File: config.mk
export PLATFORM = sky130hd
export DESIGN_NAME = pin_ctrl
export DESIGN_NICKNAME = d
export VERILOG_FILES = /design/src/rtl/pin_ctrl.sv
export SDC_FILE = /design/constraint.sdc
export NUM_CORES = 1
export LEC_CHECK = 0
export ABC_AREA = 1
export CAP_MARGIN = 5
export CORE_MARGIN = 2
export CORE_UTILIZATION = 45
export DETAILED_ROUTE_END_ITERATION = 8
export PLACE_DENSITY_LB_ADDON = 0.25
export SYNTH_ARGS = -nofsm -noshare
export SYNTH_HDL_FRONTEND = slang
export SYNTH_SLANG_ARGS = --single-unit
File: constraint.sdc
create_clock -name clk_i -period 1.8 [get_ports clk_i]
set_clock_uncertainty 0.15 [all_clocks]
set_input_delay 0.27 -clock clk_i [delete_from_list [all_inputs] [get_ports clk_i]]
set_output_delay 0.27 -clock clk_i [all_outputs]
set_load 0.02 [all_outputs]
File: src/rtl/pin_ctrl.sv
`default_nettype none
// ============================================================================
// Module   : pin_ctrl
// Brief    : Two-button PIN enrolment / verification controller with lockout.
// Revision : 1.0 - initial release
// ============================================================================
module pin_ctrl #(
    parameter int DIGITS      = 4,
    parameter int BASE        = 10,
    parameter int MAX_TRIES   = 3,
    parameter int LOCK_CYCLES = 1024,
    localparam int DW = $clog2(BASE),
    localparam int PW = (DIGITS > 1) ? $clog2(DIGITS) : 1,
    localparam int FW = $clog2(MAX_TRIES + 1)
) (
    input  logic          clk_i,
    input  logic          rst_n_i,
    input  logic          b_esq_i,
    input  logic          b_dir_i,
    input  logic          relock_i,
    input  logic          enroll_req_i,
    output logic          w_o,
    output logic [DW-1:0] digit_o,
    output logic [PW-1:0] pos_o,
    output logic [FW-1:0] fail_cnt_o,
    output logic          enrolled_o,
    output logic          locked_o
);

    localparam int c_TW = (LOCK_CYCLES > 1) ? $clog2(LOCK_CYCLES) : 1;

    localparam logic [1:0] c_ENROLL  = 2'd0;
    localparam logic [1:0] c_VERIFY  = 2'd1;
    localparam logic [1:0] c_GRANTED = 2'd2;
    localparam logic [1:0] c_LOCKED  = 2'd3;

    localparam logic [DW-1:0]   c_TOP_DIGIT = DW'(BASE - 1);
    localparam logic [PW-1:0]   c_LAST_POS  = PW'(DIGITS - 1);
    localparam logic [c_TW-1:0] c_LOCK_LOAD = c_TW'(LOCK_CYCLES - 1);

    logic [1:0]      r_state;
    logic [DW-1:0]   r_digit;
    logic [PW-1:0]   r_pos;
    logic [FW-1:0]   r_fail;
    logic [c_TW-1:0] r_timer;
    logic            r_enrolled;
    logic            r_esq_q;
    logic            r_dir_q;
    logic [DW-1:0]   r_entry [DIGITS];
    logic [DW-1:0]   r_pin   [DIGITS];

    logic [DW-1:0]   w_entry_next [DIGITS];
    logic            w_esq_press;
    logic            w_dir_press;
    logic            w_last;
    logic            w_match;
    logic [FW-1:0]   w_fail_inc;

    // Button copies are refreshed in every state, so a button held across a
    // state change never looks like a fresh press.
    assign w_esq_press = b_esq_i & ~r_esq_q;
    assign w_dir_press = b_dir_i & ~r_dir_q;
    assign w_last      = (r_pos == c_LAST_POS);
    assign w_fail_inc  = r_fail + FW'(1);

    // Entry buffer as it would look with the current digit committed at pos.
    always_comb begin
        w_match = 1'b1;
        for (int i = 0; i < DIGITS; i++) begin
            w_entry_next[i] = (r_pos == PW'(i)) ? r_digit : r_entry[i];
            if (w_entry_next[i] != r_pin[i]) begin
                w_match = 1'b0;
            end
        end
    end

    always_ff @(posedge clk_i) begin
        if (!rst_n_i) begin
            r_state    <= c_ENROLL;
            r_digit    <= '0;
            r_pos      <= '0;
            r_fail     <= '0;
            r_timer    <= '0;
            r_enrolled <= 1'b0;
            r_esq_q    <= 1'b0;
            r_dir_q    <= 1'b0;
            for (int i = 0; i < DIGITS; i++) begin
                r_entry[i] <= '0;
                r_pin[i]   <= '0;
            end
        end else begin
            r_esq_q <= b_esq_i;
            r_dir_q <= b_dir_i;
            case (r_state)
                c_ENROLL, c_VERIFY: begin
                    if (w_esq_press) begin
                        r_digit <= '0;
                        if (!w_last) begin
                            r_pos   <= r_pos + PW'(1);
                            r_entry <= w_entry_next;
                        end else begin
                            r_pos <= '0;
                            for (int i = 0; i < DIGITS; i++) begin
                                r_entry[i] <= '0;
                            end
                            if (r_state == c_ENROLL) begin
                                r_pin      <= w_entry_next;
                                r_enrolled <= 1'b1;
                                r_state    <= c_VERIFY;
                            end else if (w_match) begin
                                r_state <= c_GRANTED;
                                r_fail  <= '0;
                            end else begin
                                r_fail <= w_fail_inc;
                                if (w_fail_inc == FW'(MAX_TRIES)) begin
                                    r_state <= c_LOCKED;
                                    r_timer <= c_LOCK_LOAD;
                                end
                            end
                        end
                    end else if (w_dir_press) begin
                        r_digit <= (r_digit == c_TOP_DIGIT) ? '0 : r_digit + DW'(1);
                    end
                end
                c_GRANTED: begin
                    if (relock_i || enroll_req_i) begin
                        r_state <= relock_i ? c_VERIFY : c_ENROLL;
                        r_digit <= '0;
                        r_pos   <= '0;
                        for (int i = 0; i < DIGITS; i++) begin
                            r_entry[i] <= '0;
                        end
                    end
                end
                default: begin
                    if (r_timer == '0) begin
                        r_state <= c_VERIFY;
                        r_fail  <= '0;
                        r_digit <= '0;
                        r_pos   <= '0;
                        for (int i = 0; i < DIGITS; i++) begin
                            r_entry[i] <= '0;
                        end
                    end else begin
                        r_timer <= r_timer - c_TW'(1);
                    end
                end
            endcase
        end
    end

    assign w_o        = (r_state == c_GRANTED);
    assign locked_o   = (r_state == c_LOCKED);
    assign digit_o    = r_digit;
    assign pos_o      = r_pos;
    assign fail_cnt_o = r_fail;
    assign enrolled_o = r_enrolled;

endmodule
`default_nettype wire

======== After elaboration in Yosys (flattened, before gate mapping) ========
Index checks and enable logic that the tools add are counted.
storage, ports and cells
  memory bits (writable) .................. 0
  register bits ........................... 55
  ROM bits ................................ 0
  bits in latches ......................... 0
  output and inout port bits .............. 11
  memories ................................ 0
  word-level logic and storage cells ...... 104
  bits of input ports ..................... 6
cells by class
  add/sub/neg operators ................... 4
  eq/ne operators ......................... 21
  div/mod/pow operators ................... 0
  $lt $le $gt $ge ......................... 0
  multiply operators ...................... 0
  shift-type cells ........................ 0
  reduce and logical (&&, ||, !) cells .... 13
  bitwise operators ....................... 5
  mux-type cells .......................... 45
operators with widths
  cell                                                   count
  two-way mux 16 bit                                     4
  two-way mux 10 bit                                     6
  two-way mux 4 bit                                      9
  case mux 16 bit (2 select lines)                       1
  two-way mux 2 bit                                      15
  case mux 10 bit (2 select lines)                       1
  inequality test 4 bit                                  4
  case mux 2 bit (2 select lines)                        3
  == test 2 bit, second input constant                   5
  logical NOT 10 bit                                     1
  inequality test 2 bit, second input constant           5
  AND reduction 5 bit                                    2
  subtractor 10 x 1 -> 10 bit, second input constant     1
  case mux 4 bit (2 select lines)                        1
  AND reduction 7 bit                                    1
  AND reduction 3 bit                                    2
  two-way mux 1 bit                                      5
  adder 2 x 1 -> 2 bit, second input constant            2
  adder 4 x 1 -> 4 bit, second input constant            1
  == test 2 x 1 -> 1 bit, second input constant          2
  == test 4 bit, second input constant                   1
  logical NOT 2 bit                                      2
  inequality test 2 x 1 -> 1 bit, second input constant  2
  inequality test 4 bit, second input constant           1
  other kinds (8)                                        11

======== Logic depth before layout (Yosys ltp) ========
  word-level depth ........................ 12
  depth in mapped cells ................... 16
  depth with buffers taken out ............ 16

======== Least setup slack after synthesis ========
OpenSTA, ideal clock, no wires.
  kind .................................... reg2reg
  start point ............................. reg r_pos[0], in the netlist pos_o[0]
  end point ............................... reg r_timer[0]
  library setup time ...................... 0.133 ns
  path buffers ............................ 0
  data arrival time ....................... 1.891 ns
  path slack .............................. -0.374 ns
  required time ........................... 1.517 ns
  clock period less this slack ............ 2.174 ns
  stages on the path, launching flop included .. 13
  cell sequence ........................... dfxtp_1 inv_1 ha_1 inv_1 nand2_1 nand3_1 nand2_1 nor2_1 nand2_1 nor2_1 nand2_1 o21ai_2 a21oi_1
between the ends
  cells in the longest elaborated chain, start to end .. 9
  elaborated cells between the ends (all ways) .. 19
  classes of those cells .................. eq/ne (9); mux (8); reduce/logical (2)
RTL lines
  element                            RTL line  RTL
  start: declaration                 43        logic [PW-1:0] r_pos;
  start signal: assignment           99        r_pos <= r_pos + PW'(1);
  logical NOT 2 bit                  70        w_entry_next[i] = (r_pos == PW'(i)) ? r_digit : r_entry[i];
  two-way mux 4 bit                  70
  inequality test 4 bit              71        if (w_entry_next[i] != r_pin[i]) begin
  two-way mux 1 bit (4 in a row)     71
  inequality test 2 bit (no line)    --
  AND reduction 7 bit (no line) (*)  --
  end signal: assignment             117       r_timer <= c_LOCK_LOAD;
  end signal: assignment             145       r_timer <= r_timer - c_TW'(1);
  end: declaration                   45        logic [c_TW-1:0] r_timer;
Mark *: on every way between the ends. The rest lies on a longest branch, timed or not.
A chain may end at the register's enable or synchronous reset.

======== Worst setup path after layout ========
  start point ............................. reg r_pos[1], in the netlist pos_o[1]
  end point ............................... reg r_state[0]
between the ends
  cells in the longest elaborated chain, start to end .. 12
  elaborated cells between the ends (all ways) .. 24
  classes of those cells .................. eq/ne (9); mux (13); reduce/logical (2)
RTL lines
  element                          RTL line  RTL
  logical NOT 2 bit                70
  two-way mux 4 bit                70
  inequality test 4 bit            71
  two-way mux 1 bit (4 in a row)   71
  two-way mux 2 bit                110       end else if (w_match) begin
  two-way mux 2 bit                106       if (r_state == c_ENROLL) begin
  two-way mux 2 bit                98        if (!w_last) begin
  two-way mux 2 bit                96        if (w_esq_press) begin
  case mux 2 bit (2 select lines)  94        case (r_state)
  end signal: assignment           109       r_state <= c_VERIFY;
  end signal: assignment           111       r_state <= c_GRANTED;
  end signal: assignment           116       r_state <= c_LOCKED;
  end: declaration                 41        logic [1:0] r_state;
Several ways; a longest one is shown, not always the timed one. The select of a mux whose other input is x is not followed.

==> impl_metrics.tcl <==
set metrics [dict create \
    status "complete, but fails checks" \
    violations "setup timing" \
    cp_data_arrival_time_ps 2120 \
    worstMarginPinSlew_ps 470 \
    drt-total-wl_um 8570 \
    final_area_um2 4360 \
    clk_pin_slew_ps 110 \
    globalRouteMet2Util_pct 39.6 \
    firstDrtPassIters 5 \
    clock_latency_ps 320 \
    path_cells "inv_4, ha_4, buf_6, nand2_2, nand3_2, nand2_1, nor2_1, nand2_1, nor2_4, buf_4, nand3_1, nand2_1, inv_1, nor2_2, nor2_1" \
    route.detailed.wl_per_inst_um 14.2 \
    seq_area_frac_synth_pct 38.4 \
    drt-initial-drc-count 194 \
    yosysWarnings 0 \
    worst_slack_ps -247 \
    cts_tree "built" \
    synth_top_flop_cell "dfxtp_1" \
    finalSetupViolations 33 \
    synth_edf_count 0 \
    cp-start-kind "register" \
    synthesis.area_um2 2870 \
    initial_utilization_pct 46.0 \
    cp_common_cell "nand2_1" \
    place_area_um2 3600 \
    hold_depth 3 \
    synth_cells 444 \
    hold_viol 0 \
    netlist_top_cells_count "nand2_1 (128), inv_1 (58), dfxtp_1 (55), nor2_1 (53), o21ai_0 (31)" \
    fp-row-count 29 \
    required_ps 1870 \
    min_period_ps 2050 \
    final_util_pct 69.9 \
    area_growth_pct 52.1 \
    grt_usage_pct 23.3 \
    p_leak_uw 0.00197 \
    vias 3200 \
    drive_gt1_share_pct 37.5 \
    period_share_pct 114 \
    syn_nets 458 \
    vdd_ir_drop_max_mv 0.443 \
    die_w_um 83.8 \
    slowest_delay_ps 390 \
    grt_overflow 0 \
    dp_hpwl_um 5120 \
    grt_max_degree 20 \
    dieArea_um2 7030 \
    grt_pass1_vias 2942 \
    reg2reg_to "r_state[0]" \
    cts_buffers 5 \
    avgSynthCellArea_um2 6.46 \
    layout.nets 539 \
    postCtsHoldBufs 0 \
    yosysTopAreaCell "dfxtp_1" \
    htree_num_levels 2 \
    cp-end-kind "register" \
    met3_usage_pct 4.15 \
    path_class "register to register" \
    synth.distinct_cells 26 \
    finalSetupTns_ps -5980 \
    maxSlewHeadroom_pct 68.6 \
    synth_most_common_cell "nand2_1" \
    cts_root_buf "clkbuf_8" \
    worst_path_max_delay_cell "dfxtp_4" \
    timing.rr.start "pos_o[1]" \
    globalplace.congestion 0.837 \
    grt_busiest_layer "met2" \
    ys_ff_latch 55 \
    r2r_slack_ps -250 \
    hold_class "input pin to register" \
    diodes 0 \
    io_buffers 16 \
    viasPerCell 5.31 \
    drtAntennaViolNets 0 \
    maxSlewViolCount 0 \
    power_density_nw_per_um2 737 \
    fmax_mhz 489 \
    netlist.area_leader.share_pct 38.4 \
    ys_top_cells_by_area "dfxtp_1 (38%), nand2_1 (17%), inv_1 (7.6%), nor2_1 (6.9%), o21ai_0 (5.4%)" \
    grt_pass1_wl_um 13400 \
    rsz0062_at_grt "yes" \
    drc 0 \
    maxCapViolCount 0 \
    cts.sinks 55 \
    path_max_fanout 5 \
    whs_endpoint "r_esq_q" \
    worst_r2r_path_depth 15 \
    die_h_um 83.8 \
    cts_buffer_depth 2 \
    async_flop_share_pct 0 \
    met1_usage_pct 29.1 \
    startpoint "pos_o[1]" \
    pin_count 17 \
    core_um2 6240 \
    worstHoldStart "b_esq_i" \
    antenna_found_initial 0 \
]
## registers in the layout (all words and copies together), names as in the netlist
| name | cells |
|---|---|
| pos_o | 2 |
| r_entry | 16 |
| r_dir_q | 1 |
| digit_o | 4 |
| r_state | 2 |
| r_timer | 10 |
| fail_cnt_o | 2 |
| enrolled_o | 1 |
| r_esq_q | 1 |
| r_pin | 16 |
## critical path, delay by kind of cell, from the launching register on
family / cells / cell delay [ps]
flops: 1 / 390
buf+inv: 4 / 370
fa+ha+maj: 1 / 210
simple gates: 10 / 830
## final cells by class
type,instances,area [um^2]
clock buffers,6,93.8
fillers,464,1880
clock inverters,2,37.5
well taps,77,96.3
multi-input cells,316,1970
flip-flops and latches,55,1110
repair buffers,83,787
inverters,64,263
## through the flow
| step | worst slack, ps | std cells | total power [uW] | hold slack [ps] |
|---|---|---|---|---|
| CTS | -214 | 595 | 3010 | 141 |
| detailed placement | -347 | 573 | 1980 | 284 |
| floorplan | -33.6 | 444 | 1740 | 213 |
| global route | -315 | 603 | 3350 | 151 |
| global placement | -326 | 573 | 1970 | 279 |
| finish | -247 | 603 | 3220 | 138 |
## cell usage in the layout, fill, tap and decap left out, drive strengths merged
cell,synthesis,final
clkdlybuf4s50,0,8
nand4,3,3
or2,4,4
a21oi,29,29
a211oi,8,8
o31ai,1,1
o21ai,33,34
inv,64,64
nand2,130,130
dfxtp,55,55
buf,3,66
nor3,7,7
nand3,31,31
xor2,2,2
nand3b,1,1
nor2,55,55
bufinv,0,1
nor3b,2,2
ha,8,8
clkbuf,7,7
clkinvlp,0,1
dlygate4sd2,0,8
a31oi,1,1
## where the power goes
group	switching (uW)	leakage, uW	total [uW]	internal, uW
sequential	66.4	0.000450	1340	1270
combinational	518	0.00146	938	419
clock	439	0.0000626	939	500
total	1020	0.00197	3220	2190
## worst max-delay path by stage
stage | to | slack, ps | depth (start not counted)
2_1_floorplan | r_timer[0] | -30 | 12
3_3_place_gp | pos_o[0] | -330 | 9
3_5_place_dp | r_entry[4] | -350 | 9
4_1_cts | r_timer[8] | -210 | 13
5_1_grt | r_timer[4] | -310 | 13
6_report | r_state[0] | -250 | 15
## metal layers
layer / wire, um / part of all wire (%)
met5: 0 / 0
met4: 379 / 4.4
met3: 379 / 4.4
met2: 4120 / 48
met1: 3680 / 43
## cells by family after synthesis
group           count (synthesis)  synth area share [%]
compound gates                 72                  13.5
flops                          55                  38.4
simple gates                  233                  34.2
xor+xnor                        2                 0.611
buf+inv                        74                  9.81
fa+ha+maj                       8                  3.49
## repair_timing
item / in CTS / in global routing
cloned: 4 / 1
pin swaps: 30 / 30
resized for setup: 51 / 90
setup buffers: 10 / 10
setup endpoints to repair: 32 / 36
(Power assumes the default switching activity.)
